`config.mk`:
```
export PLATFORM = sky130hd
export DESIGN_NAME = alu_seq
export DESIGN_NICKNAME = d
export VERILOG_FILES = /design/src/rtl/alu_seq_pkg.sv /design/src/rtl/alu_muldiv_iter.sv /design/src/rtl/alu_seq.sv
export SDC_FILE = /design/constraint.sdc
export NUM_CORES = 1
export LEC_CHECK = 0
export ABC_AREA = 1
export CAP_MARGIN = 0
export CORE_ASPECT_RATIO = 1.2
export CORE_MARGIN = 2
export CORE_UTILIZATION = 58
export DETAILED_ROUTE_END_ITERATION = 16
export PLACE_DENSITY = 0.86
export SETUP_SLACK_MARGIN = 0.05
export SKIP_LAST_GASP = 1
export SYNTH_ARGS = -nofsm -noshare
export SYNTH_HDL_FRONTEND = slang
export SYNTH_SLANG_ARGS = --single-unit
export TNS_END_PERCENT = 1
```
`constraint.sdc`:
```
create_clock -name clk -period 2.6 [get_ports clk]
set_input_delay 0.52 -clock clk [delete_from_list [all_inputs] [get_ports clk]]
set_output_delay 0.52 -clock clk [all_outputs]
set_load 0.005 [all_outputs]
```
`src/rtl/alu_seq_pkg.sv`:
```
// Shared opcodes, FSM state encoding and opcode classification for alu_seq.
package alu_seq_pkg;

  localparam logic [3:0] OP_AND   = 4'd0;
  localparam logic [3:0] OP_OR    = 4'd1;
  localparam logic [3:0] OP_NOTA  = 4'd2;
  localparam logic [3:0] OP_NOR   = 4'd3;
  localparam logic [3:0] OP_XOR   = 4'd4;
  localparam logic [3:0] OP_NAND  = 4'd5;
  localparam logic [3:0] OP_ADD   = 4'd6;
  localparam logic [3:0] OP_SUB   = 4'd7;
  localparam logic [3:0] OP_SLL   = 4'd8;
  localparam logic [3:0] OP_SRL   = 4'd9;
  localparam logic [3:0] OP_SRA   = 4'd10;
  localparam logic [3:0] OP_SLT   = 4'd11;
  localparam logic [3:0] OP_MUL   = 4'd12;
  localparam logic [3:0] OP_DIVU  = 4'd13;
  localparam logic [3:0] OP_REMU  = 4'd14;
  localparam logic [3:0] OP_PASSB = 4'd15;

  typedef enum logic [1:0] {ST_IDLE, ST_BUSY, ST_DONE} state_t;

  function automatic logic is_iterative(input logic [3:0] sel);
    return (sel == OP_MUL) || (sel == OP_DIVU) || (sel == OP_REMU);
  endfunction

endpackage

```
`src/rtl/alu_muldiv_iter.sv`:
```
// Iterative shift-add multiplier and restoring divider, one step per cycle for WIDTH cycles.
// done_o/result_o are valid during the final step so the caller registers them on that edge.
module alu_muldiv_iter
  import alu_seq_pkg::*;
#(
  parameter int WIDTH = 32,
  parameter int SHW   = $clog2(WIDTH)
) (
  input  logic             clk,
  input  logic             rst_n,
  input  logic             start_i,
  input  logic [3:0]       op_i,
  input  logic [WIDTH-1:0] a_i,
  input  logic [WIDTH-1:0] b_i,
  output logic             done_o,
  output logic [WIDTH-1:0] result_o
);

  localparam logic [SHW-1:0] CNT_LAST = SHW'(WIDTH - 1);

  logic             busy_q;
  logic [3:0]       op_q;
  logic [SHW-1:0]   cnt_q;
  logic [WIDTH-1:0] acc_q;   // product accumulator / partial remainder
  logic [WIDTH-1:0] sh_q;    // multiplier shifting right / dividend becoming quotient
  logic [WIDTH-1:0] opb_q;   // multiplicand shifting left / fixed divisor

  logic [WIDTH-1:0] mul_acc;
  logic [WIDTH:0]   rem_sh;
  logic [WIDTH:0]   rem_diff;
  logic             q_bit;
  logic [WIDTH-1:0] rem_nxt;
  logic [WIDTH-1:0] quo_nxt;

  always_comb begin
    mul_acc  = acc_q + (sh_q[0] ? opb_q : '0);
    rem_sh   = {acc_q, sh_q[WIDTH-1]};
    rem_diff = rem_sh - {1'b0, opb_q};
    // A zero divisor never borrows, which yields all-ones quotient and remainder = A.
    q_bit    = ~rem_diff[WIDTH];
    rem_nxt  = q_bit ? rem_diff[WIDTH-1:0] : rem_sh[WIDTH-1:0];
    quo_nxt  = {sh_q[WIDTH-2:0], q_bit};
    result_o = (op_q == OP_MUL)  ? mul_acc :
               (op_q == OP_DIVU) ? quo_nxt : rem_nxt;
    done_o   = busy_q && (cnt_q == '0);
  end

  always_ff @(posedge clk or negedge rst_n) begin
    if (!rst_n) begin
      busy_q <= 1'b0;
      op_q   <= '0;
      cnt_q  <= '0;
      acc_q  <= '0;
      sh_q   <= '0;
      opb_q  <= '0;
    end else if (start_i) begin
      busy_q <= 1'b1;
      op_q   <= op_i;
      cnt_q  <= CNT_LAST;
      acc_q  <= '0;
      sh_q   <= a_i;
      opb_q  <= b_i;
    end else if (busy_q) begin
      cnt_q <= cnt_q - 1'b1;
      if (cnt_q == '0) busy_q <= 1'b0;
      if (op_q == OP_MUL) begin
        acc_q <= mul_acc;
        sh_q  <= sh_q >> 1;
        opb_q <= opb_q << 1;
      end else begin
        acc_q <= rem_nxt;
        sh_q  <= quo_nxt;
      end
    end
  end

endmodule

```
`src/rtl/alu_seq.sv`:
```
// Handshaked ALU: single-cycle logic/arith/shift/compare ops, WIDTH-cycle mul/div/rem.
// Result and flags are registered; in_ready depends combinationally only on out_ready.
module alu_seq
  import alu_seq_pkg::*;
#(
  parameter int WIDTH = 32,
  parameter int SHW   = $clog2(WIDTH)
) (
  input  logic             clk,
  input  logic             rst_n,
  input  logic             in_valid,
  output logic             in_ready,
  input  logic [WIDTH-1:0] A,
  input  logic [WIDTH-1:0] B,
  input  logic [3:0]       sel,
  input  logic             Cin,
  output logic             out_valid,
  input  logic             out_ready,
  output logic [WIDTH-1:0] Y,
  output logic             Cout,
  output logic             Negative,
  output logic             Zero,
  output logic             Overflow
);

  state_t           state_q;
  logic [WIDTH-1:0] y_q;
  logic             cout_q, neg_q, zero_q, ovf_q;

  logic             accept;
  logic             iter_start;
  logic             iter_done;
  logic [WIDTH-1:0] iter_res;

  logic [WIDTH:0]   add_sum, sub_sum;
  logic [SHW-1:0]   shamt;
  logic [WIDTH-1:0] y_d;
  logic             cout_d, ovf_d;

  assign in_ready   = (state_q == ST_IDLE) || ((state_q == ST_DONE) && out_ready);
  assign out_valid  = (state_q == ST_DONE);
  assign accept     = in_valid && in_ready;
  assign iter_start = accept && is_iterative(sel);

  assign Y        = y_q;
  assign Cout     = cout_q;
  assign Negative = neg_q;
  assign Zero     = zero_q;
  assign Overflow = ovf_q;

  alu_muldiv_iter #(.WIDTH(WIDTH), .SHW(SHW)) u_iter (
    .clk      (clk),
    .rst_n    (rst_n),
    .start_i  (iter_start),
    .op_i     (sel),
    .a_i      (A),
    .b_i      (B),
    .done_o   (iter_done),
    .result_o (iter_res)
  );

  always_comb begin
    add_sum = {1'b0, A} + {1'b0, B} + (WIDTH+1)'(Cin);
    sub_sum = {1'b0, A} + {1'b0, ~B} + (WIDTH+1)'(1);
    shamt   = B[SHW-1:0];
    y_d     = '0;
    cout_d  = 1'b0;
    ovf_d   = 1'b0;
    case (sel)
      OP_AND:   y_d = A & B;
      OP_OR:    y_d = A | B;
      OP_NOTA:  y_d = ~A;
      OP_NOR:   y_d = ~(A | B);
      OP_XOR:   y_d = A ^ B;
      OP_NAND:  y_d = ~(A & B);
      OP_ADD: begin
        y_d    = add_sum[WIDTH-1:0];
        cout_d = add_sum[WIDTH];
        ovf_d  = (A[WIDTH-1] == B[WIDTH-1]) && (add_sum[WIDTH-1] != A[WIDTH-1]);
      end
      OP_SUB: begin
        y_d    = sub_sum[WIDTH-1:0];
        cout_d = sub_sum[WIDTH];
        ovf_d  = (A[WIDTH-1] != B[WIDTH-1]) && (sub_sum[WIDTH-1] != A[WIDTH-1]);
      end
      OP_SLL:   y_d = A << shamt;
      OP_SRL:   y_d = A >> shamt;
      OP_SRA:   y_d = WIDTH'($signed(A) >>> shamt);
      OP_SLT:   y_d = {{(WIDTH-1){1'b0}}, ($signed(A) < $signed(B))};
      OP_PASSB: y_d = B;
      default:  y_d = '0;
    endcase
  end

  always_ff @(posedge clk or negedge rst_n) begin
    if (!rst_n) begin
      state_q <= ST_IDLE;
      y_q     <= '0;
      cout_q  <= 1'b0;
      neg_q   <= 1'b0;
      zero_q  <= 1'b0;
      ovf_q   <= 1'b0;
    end else if (accept) begin
      if (is_iterative(sel)) begin
        state_q <= ST_BUSY;
      end else begin
        state_q <= ST_DONE;
        y_q     <= y_d;
        cout_q  <= cout_d;
        neg_q   <= y_d[WIDTH-1];
        zero_q  <= (y_d == '0);
        ovf_q   <= ovf_d;
      end
    end else begin
      case (state_q)
        ST_BUSY: if (iter_done) begin
          state_q <= ST_DONE;
          y_q     <= iter_res;
          cout_q  <= 1'b0;
          neg_q   <= iter_res[WIDTH-1];
          zero_q  <= (iter_res == '0);
          ovf_q   <= 1'b0;
        end
        ST_DONE: if (out_ready) state_q <= ST_IDLE;
        default: state_q <= ST_IDLE;
      endcase
    end
  end

endmodule
```
==> results.toml, run 1 <==
[run_status]
status = "did not finish"
lastStage = "global routing (5_1_grt)"
toolErrorMsg = "[ERROR GRT-0116] Global routing finished with congestion. Check the congestion regions in the DRC Viewer."

[synth]
async_reset_ff_share_pct = 100
syn_nets = 4534
ys_top_cells_by_area = "nand2_1, dfrtp_1, nand3_1, inv_1, ha_1"
yosysWarnings = 0
synth_edf_count = 0
netlist_instances = 4282
synth_flop_cell = "dfrtp_1"
ys_seq_area_share_pct = 15.2
ys_types = 50
yosys_register_bits = 143
avgSynthCellArea_um2 = 5.49
syn-cell-area_um2 = 23500
synth_top_area_share_pct = 22.0
synth.largest_area_cell = "nand2_1"

[placed_design]
place_area_um2 = 31800
port_buffers = 110
gp_congestion = 1.26
place_inst = 5673
dp_hpwl_um = 97600

[clock_tree]
clock_sinks = 143
holdBufCountCts = 0
h-tree-depth = 4
cts_root_buf = "clkbuf_16"
cts_buffers = 17
clockBufferDepth = 2

[global_route]
grt_usage_pct = 83.2
overflow = 1285
grt_max_degree = 60
grt_pass1_wl_um = 278000
first_global_vias = 44600

[floorplan]
die_w_um = 188
initial_core_util_pct = 59.0
ios = 111
die_h_um = 225
rows = 80
## stage by stage
step	worst slack [ns]	setup TNS, ns
after CTS	-0.674	-19.92
after floorplan	-0.107	-0.107
after global placement	-0.991	-38.65
after detailed placement	-1.14	-51.38
## kinds of logic after synthesis
group | Yosys count | synth area share, %
xor gates and xnor gates | 16 | 0.596
DFF | 143 | 15.2
and+or+nand+nor | 2557 | 46.2
AOI/OAI and AO/OA | 570 | 14.7
adders and majority gates | 179 | 9.68
buffers and inverters | 817 | 13.5
## repair_timing
| item | in CTS |
|---|---|
| resized for setup | 106 |
| setup buffers | 14 |
| endpoints found under the setup margin | 68 |
| gates cloned | 2 |
| pin swaps | 25 |
## per-layer routing
layer | GRT overflow | track usage [%]
met1 | 23 | 79.5
met2 | 835 | 100
met3 | 20 | 69.9
met4 | 407 | 87.0
met5 | 0 | 42.3
## synthesized netlist by cell type (all sizes together) (7+ instances only)
| cell | count |
|---|---|
| buf | 75 |
| o221ai | 48 |
| nand3 | 630 |
| o21bai | 18 |
| o22ai | 22 |
| xnor2 | 13 |
| clkbuf | 94 |
| nand2 | 1395 |
| ha | 174 |
| and2 | 12 |
| a22oi | 13 |
| nor2 | 396 |
| a31oi | 7 |
| dfrtp | 143 |
| o211ai | 90 |
| nor3 | 42 |
| o21ai | 219 |
| nand3b | 19 |
| nand4 | 48 |
| or2 | 11 |
| a21oi | 132 |
| inv | 644 |
==> inputs of run 2 (changes only) <==
- CORE_ASPECT_RATIO: 1.2 -> not set
- CORE_UTILIZATION: 58 -> 40
- PLACE_DENSITY: 0.86 -> not set
- PLACE_DENSITY_LB_ADDON: not set -> 0.15
- SETUP_SLACK_MARGIN: 0.05 -> not set
- clock period: 2.6 -> 3.38 ns (I/O delays scaled with it)
==> results.toml, run 2 <==
[synth]
synth_top_area_share_pct = 22.0
avgSynthCellArea_um2 = 5.49
post-synth-top-count-cell = "nand2_1"
yosys_register_bits = 143
ys_types = 50
synth_common_cells = "nand2_1, inv_1, nand3_1"
async_reset_ff_share_pct = 100
synth_edf_count = 0
synth.largest_area_cell = "nand2_1"
yosysWarnings = 0
syn-cell-area_um2 = 23500
ys_seq_area_share_pct = 15.2
netlist_instances = 4282
syn_nets = 4534
ys_top_cells_by_area = "nand2_1, dfrtp_1, nand3_1, inv_1, ha_1"
synth_flop_cell = "dfrtp_1"

[clock_tree]
h-tree-depth = 4
holdBufCountCts = 0
cts_root_buf = "clkbuf_16"
clockBufferDepth = 2
clkTransAtPathRegs_ns = 0.08
clk_latency_ns = 0.45
clock_sinks = 143
tritoncts = "yes"
cts_buffers = 17

[global_route]
grt_pass1_wl_um = 197000
grt_usage_pct = 44.2
first_global_vias = 31000
antenna_found_initial = 1
overflow = 0
grt_max_degree = 76

[route]
drt_iter0_markers = 4058
vias = 32800
wl_met3_um = 11200
top_layer = "met4"
first_pass_iters = 7
wl_per_cell_um = 23.1
wirelength_met1_um = 54800
viasPerCell = 5.56
drc_errors = 0
wl_met2_um = 60200
drtAntennaViolNets = 0
wl_um = 136000

[layout]
multi_input_area_um2 = 17600
final_cell_mix = "nand2_1, buf_4, inv_1, nand3_1, nor2_1"
diodes = 0
seq_area_um2 = 3580
mostFrequentLayoutCell = "nand2_1"
final_core_util_pct = 57.7
syn2layout_area_growth_pct = 42.2
fillers = 6096
nets = 5384
drive_above_1_share_pct = 22.7

[critical_path]
critPathKind = "input port to register"
path_buf_inv = 5
worstPathArrival_ns = 3.73
crit_chain = "clkdlybuf4s50_1 -> inv_2 -> ha_4 -> buf_4 -> nand2_1 -> nand2_2 -> nand2_1 -> nand2_1 -> inv_1 -> nand2_1 -> nand2_1 -> nand3_1 -> nand3_1 -> nor2_1 -> nand2_1 -> nor2_1 -> nand2_1 -> nor2_2 -> nand3_2 -> nand2_1 -> inv_2 -> a21oi_2"
slowest_stage = "clkdlybuf4s50_1"
critPathMostFrequentCell = "nand2_1"
crit_path_end_kind = "register"
cp-start-kind = "input port"
critical_path.top_delay_family = "simple AND/OR/NAND/NOR gates"
r2r-start = "u_iter.sh_q[31]$_DFFE_PN0P_"
cpPeakStageDelay_ns = 0.55
cp_max_fo = 6
crit_required_ns = 3.77
critPathLaunch = "A[7]"

[pwr]
p_sw_share_pct = 54.5
netSwitchingPower_mw = 13.6
peakVddDrop_uv = 794
p_seq_share_pct = 13.6
combPwrFrac_pct = 78.4
power_frac_clock_pct = 8.0
total_power_mw = 25.0
leakage_nw = 18.2
p_int_mw = 11.4
power_density_nw_per_um2 = 747

[placed_design]
dp_hpwl_um = 115000
gp_congestion = 1.10
port_buffers = 110

[run_status]
status = "complete, no violations"

[sta]
fin_crit_sh_pct = 98.8
skew_ns = 0.0155
setup_violations = 0
maxSlewHeadroom_pct = 45.2
tightest_slew_ns = 0.822
drv_slew = 0
hold_violations = 0
max_freq_ghz = 0.299
rsz0062_at_grt = "yes"
period_minus_slack_ns = 3.34

[floorplan]
ios = 111
die_w_um = 246
rows = 88
die_h_um = 246
dieArea_um2 = 60700
coreArea_um2 = 57900
initial_core_util_pct = 40.6

[job]
drv_cap = 0

[min_path]
hold_class = "input port to asynchronous set/reset pin"
-- run 2: cell counts after synthesis --
Identical to the previous run, type by type.
-- run 2: power groups by stage --
| stage | logic (mW) | clock network (mW) | registers (mW) |
|---|---|---|---|
| 6_report | 19.6 | 2.00 | 3.40 |
| 5_1_grt | 21.3 | 2.06 | 3.44 |
| 4_1_cts | 18.6 | 2.01 | 3.34 |
| 3_5_place_dp | 18.2 | 0 | 3.35 |
| 3_3_place_gp | 18.1 | 0 | 3.35 |
| 2_1_floorplan | 10.4 | 0 | 3.04 |
-- run 2: path summary, 6_finish.rpt --
path / cells after the start / slack (ns) / endpoint
setup / recovery: 22 / 0.04 / Zero$_DFFE_PN0P_
hold / removal: 1 / 0.23 / u_iter.opb_q[28]$_DFFE_PN0P_
setup reg to reg: 25 / 0.07 / Zero$_DFFE_PN0P_
hold reg to reg: 2 / 0.47 / u_iter.op_q[2]$_DFFE_PN0P_
max in group asynchronous: 2 / 2.39 / u_iter.acc_q[10]$_DFFE_PN0P_
min in group clk: 2 / 0.47 / u_iter.op_q[2]$_DFFE_PN0P_
-- run 2: kinds of logic after synthesis --
kind of cell | count (synthesis) | synth area share [%]
buf+inv | 817 | 13.5
compound gates | 570 | 14.7
fa+ha+maj | 179 | 9.68
xor+xnor | 16 | 0.596
simple gates | 2557 | 46.2
flops | 143 | 15.2
-- run 2: worst reg2reg max path, cell delays in order (launching register included) --
cell	delay [ns]
dfrtp_1	0.42
inv_4	0.13
ha_4	0.16
inv_1	0.07
fa_2	0.34
nand2_2	0.08
nand3_2	0.08
nand3_2	0.09
nand2_2	0.08
nand2_2	0.09
nand2_4	0.08
nand2_4	0.10
buf_4	0.12
nand3_4	0.13
nand2_8	0.17
buf_4	0.14
nand2_1	0.08
nand3_2	0.10
nand2_1	0.08
inv_2	0.09
nand2_1	0.07
nor2_2	0.12
nand2_2	0.12
nor2_2	0.12
nand2_2	0.07
a21oi_2	0.11
-- run 2: metrics by stage --
stage,setup TNS (ns),setup WS [ns],hold WS [ns],instances,instance area [um2]
finish,0,0.0395,0.230,5910,33400
detailed placement,-9.62,-0.855,0.456,5865,31900
floorplan,0,0.0616,0.380,4282,23500
global route,-0.0999,-0.0999,0.303,5910,33400
CTS,0,0.000496,0.274,5901,32800
global placement,-9.21,-0.901,0.443,5865,31900
-- run 2: per-layer routing --
| metal | GRT usage [%] | vias to the layer above |
|---|---|---|
| met2 | 71.2 | 1649 |
| met3 | 5.09 | 370 |
| met5 | 0 | - |
| met4 | 27.5 | 0 |
| met1 | 56.1 | 15200 |
| li1 | - | 15600 |
-- run 2: layout make-up --
class / count / area share, %
clock inverters: 15 / 0.546
flip-flops and latches: 143 / 10.7
well taps: 765 / 2.86
multi-input cells: 3325 / 52.6
clock buffers: 17 / 1.27
inverters: 648 / 7.29
repair buffers: 997 / 24.7
-- run 2: what timing repair did --
action                     in CTS  in global routing
buffers inserted                2                  8
setup endpoints to repair      15                  9
cloned                          2                  1
pin swaps                       8                 27
resized for setup              69                171
Power figures use the tool's default switching activity.
==> inputs of run 3 (changes only) <==
- PLACE_DENSITY_LB_ADDON: 0.15 -> not set
==> results.toml, run 3 (same netlist as run 2, synthesis figures left out) <==
[sta]
tightest_slew_ns = 0.788
period_minus_slack_ns = 3.35
setup_violations = 0
hold_violations = 0
max_freq_ghz = 0.298
fin_crit_sh_pct = 99.2
drv_slew = 0
skew_ns = 0.0141
setup_tns_ns = 0
maxSlewHeadroom_pct = 47.3
rsz0062_at_grt = "yes"

[run_status]
status = "complete, no violations"

[critical_path]
cp_max_fo = 5
crit_path_end_kind = "register"
cpPeakStageDelay_ns = 0.47
reg2reg_depth = 24
critPathKind = "input port to register"
slowest_stage = "clkdlybuf4s50_1"
crit_required_ns = 3.77
worstPathArrival_ns = 3.75
critPathMostFrequentCell = "buf_4"
crit_chain = "clkdlybuf4s50_1 -> buf_6 -> inv_2 -> buf_4 -> nand2_1 -> nor2_1 -> buf_4 -> buf_4 -> nand2_1 -> nand4_1 -> nor2_1 -> buf_4 -> nand3_1 -> nor2_2 -> buf_4 -> nand3_1 -> nor2_1 -> nand2_1 -> nor2_2 -> nand3_2 -> nand2_2 -> inv_2 -> a21oi_2"
cp-start-kind = "input port"

[global_route]
grt_pass1_wl_um = 196000
overflow = 0
grt_max_degree = 71
antenna_found_initial = 3
first_global_vias = 30500
grt_usage_pct = 44.1

[job]
drv_cap = 0

[layout]
drive_above_1_share_pct = 21.7
syn2layout_area_growth_pct = 39.6
mostFrequentLayoutCell = "nand2_1"
nets = 5303
final_cell_mix = "nand2_1, buf_4, inv_1, nand3_1, nor2_1"
fillers = 6066
layoutNonFillerInstCount = 5832

[placed_design]
gp_congestion = 1.11
place_inst = 5779
port_buffers = 110
dp_hpwl_um = 115000

[route]
wl_per_cell_um = 23.2
drc_errors = 0
drtAntennaViolNets = 0
viasPerCell = 5.56
vias = 32500
first_pass_iters = 8
wl_um = 135000
drt_iter0_markers = 3745

[floorplan]
rows = 88
die_w_um = 246
dieArea_um2 = 60700
coreArea_um2 = 57900
initial_core_util_pct = 40.6
ios = 111
die_h_um = 246

[clock_tree]
clock_sinks = 143
cts_root_buf = "clkbuf_16"
clockBufferDepth = 2
h-tree-depth = 4
cts_buffers = 17
tritoncts = "yes"
clkTransAtPathRegs_ns = 0.08
clk_latency_ns = 0.46

[pwr]
power_density_nw_per_um2 = 738
leakage_nw = 17.8
peakVddDrop_uv = 820

[min_path]
hold_class = "input port to asynchronous set/reset pin"
run 3: per-layer routing:
layer / track usage [%] / wire (um) / vias up
li1: - / - / 15400
met1: 55.4 / 54200 / 15000
met2: 69.5 / 58700 / 1655
met3: 6.57 / 11200 / 390
met4: 30.1 / 11300 / 0
met5: 0 / 0 / -
run 3: stage by stage:
step                      hold slack (ns)  total power [mW]  utilization [%]  setup slack [ns]  cell area, um2
after floorplan                     0.380              13.4                -            0.0616           23500
after global placement              0.446              20.8             53.8            -0.792           31100
after detailed placement            0.455              21.0             53.8            -0.818           31100
after CTS                           0.239              23.5             55.5         0.0000555           32100
after global routing                0.280              26.1             56.7           -0.0385           32800
final                               0.222              24.2             56.7            0.0256           32800
run 3: final cells by class:
class                   instances  area, um2  area share (%)
repair buffers                917       7530            22.9
inverters                     648       2450            7.46
well taps                     765        957            2.92
clock buffers                  17        425            1.30
diodes                          3       7.51          0.0229
multi-input cells            3324      17700            53.9
clock inverters                15        189           0.576
flip-flops and latches        143       3580            10.9
run 3: repair_timing:
item | in CTS | in global routing
gates cloned | 2 | 0
hold buffers | 0 | 0
hold endpoints to repair | 0 | 0
pin swaps | 9 | 38
buffers inserted | 7 | 10
setup endpoints to repair | 10 | 5
resized for setup | 94 | 173
run 3: report_power, final:
part / internal, mW / total [mW] / leakage, nW / switching, mW
Clock: 1.00 / 1.98 / 0.298 / 0.971
Sequential: 2.56 / 3.44 / 1.71 / 0.882
Combinational: 7.34 / 18.8 / 15.8 / 11.5
Total: 10.9 / 24.2 / 17.8 / 13.3
run 3: path summary, 6_finish.rpt:
kind / start / endpoint / slack, ns
max: sel[1] / Zero$_DFFE_PN0P_ / 0.03
min: rst_n / state_q[1]$_DFFE_PN0P_ / 0.22
max reg2reg: u_iter.sh_q[31]$_DFFE_PN0P_ / Zero$_DFFE_PN0P_ / 0.09
min reg2reg: u_iter.op_q[3]$_DFFE_PN0P_ / u_iter.op_q[3]$_DFFE_PN0P_ / 0.47
max in group asynchronous: rst_n / u_iter.sh_q[20]$_DFFE_PN0P_ / 2.43
min in group clk: u_iter.op_q[3]$_DFFE_PN0P_ / u_iter.op_q[3]$_DFFE_PN0P_ / 0.47
run 3: critical path, delay by kind of cell:
kind / cells / cell delay [ns]
AO/OA/AOI/OAI: 1 / 0.11
buffers and inverters: 9 / 1.50
AND/OR/NAND/NOR: 13 / 1.44
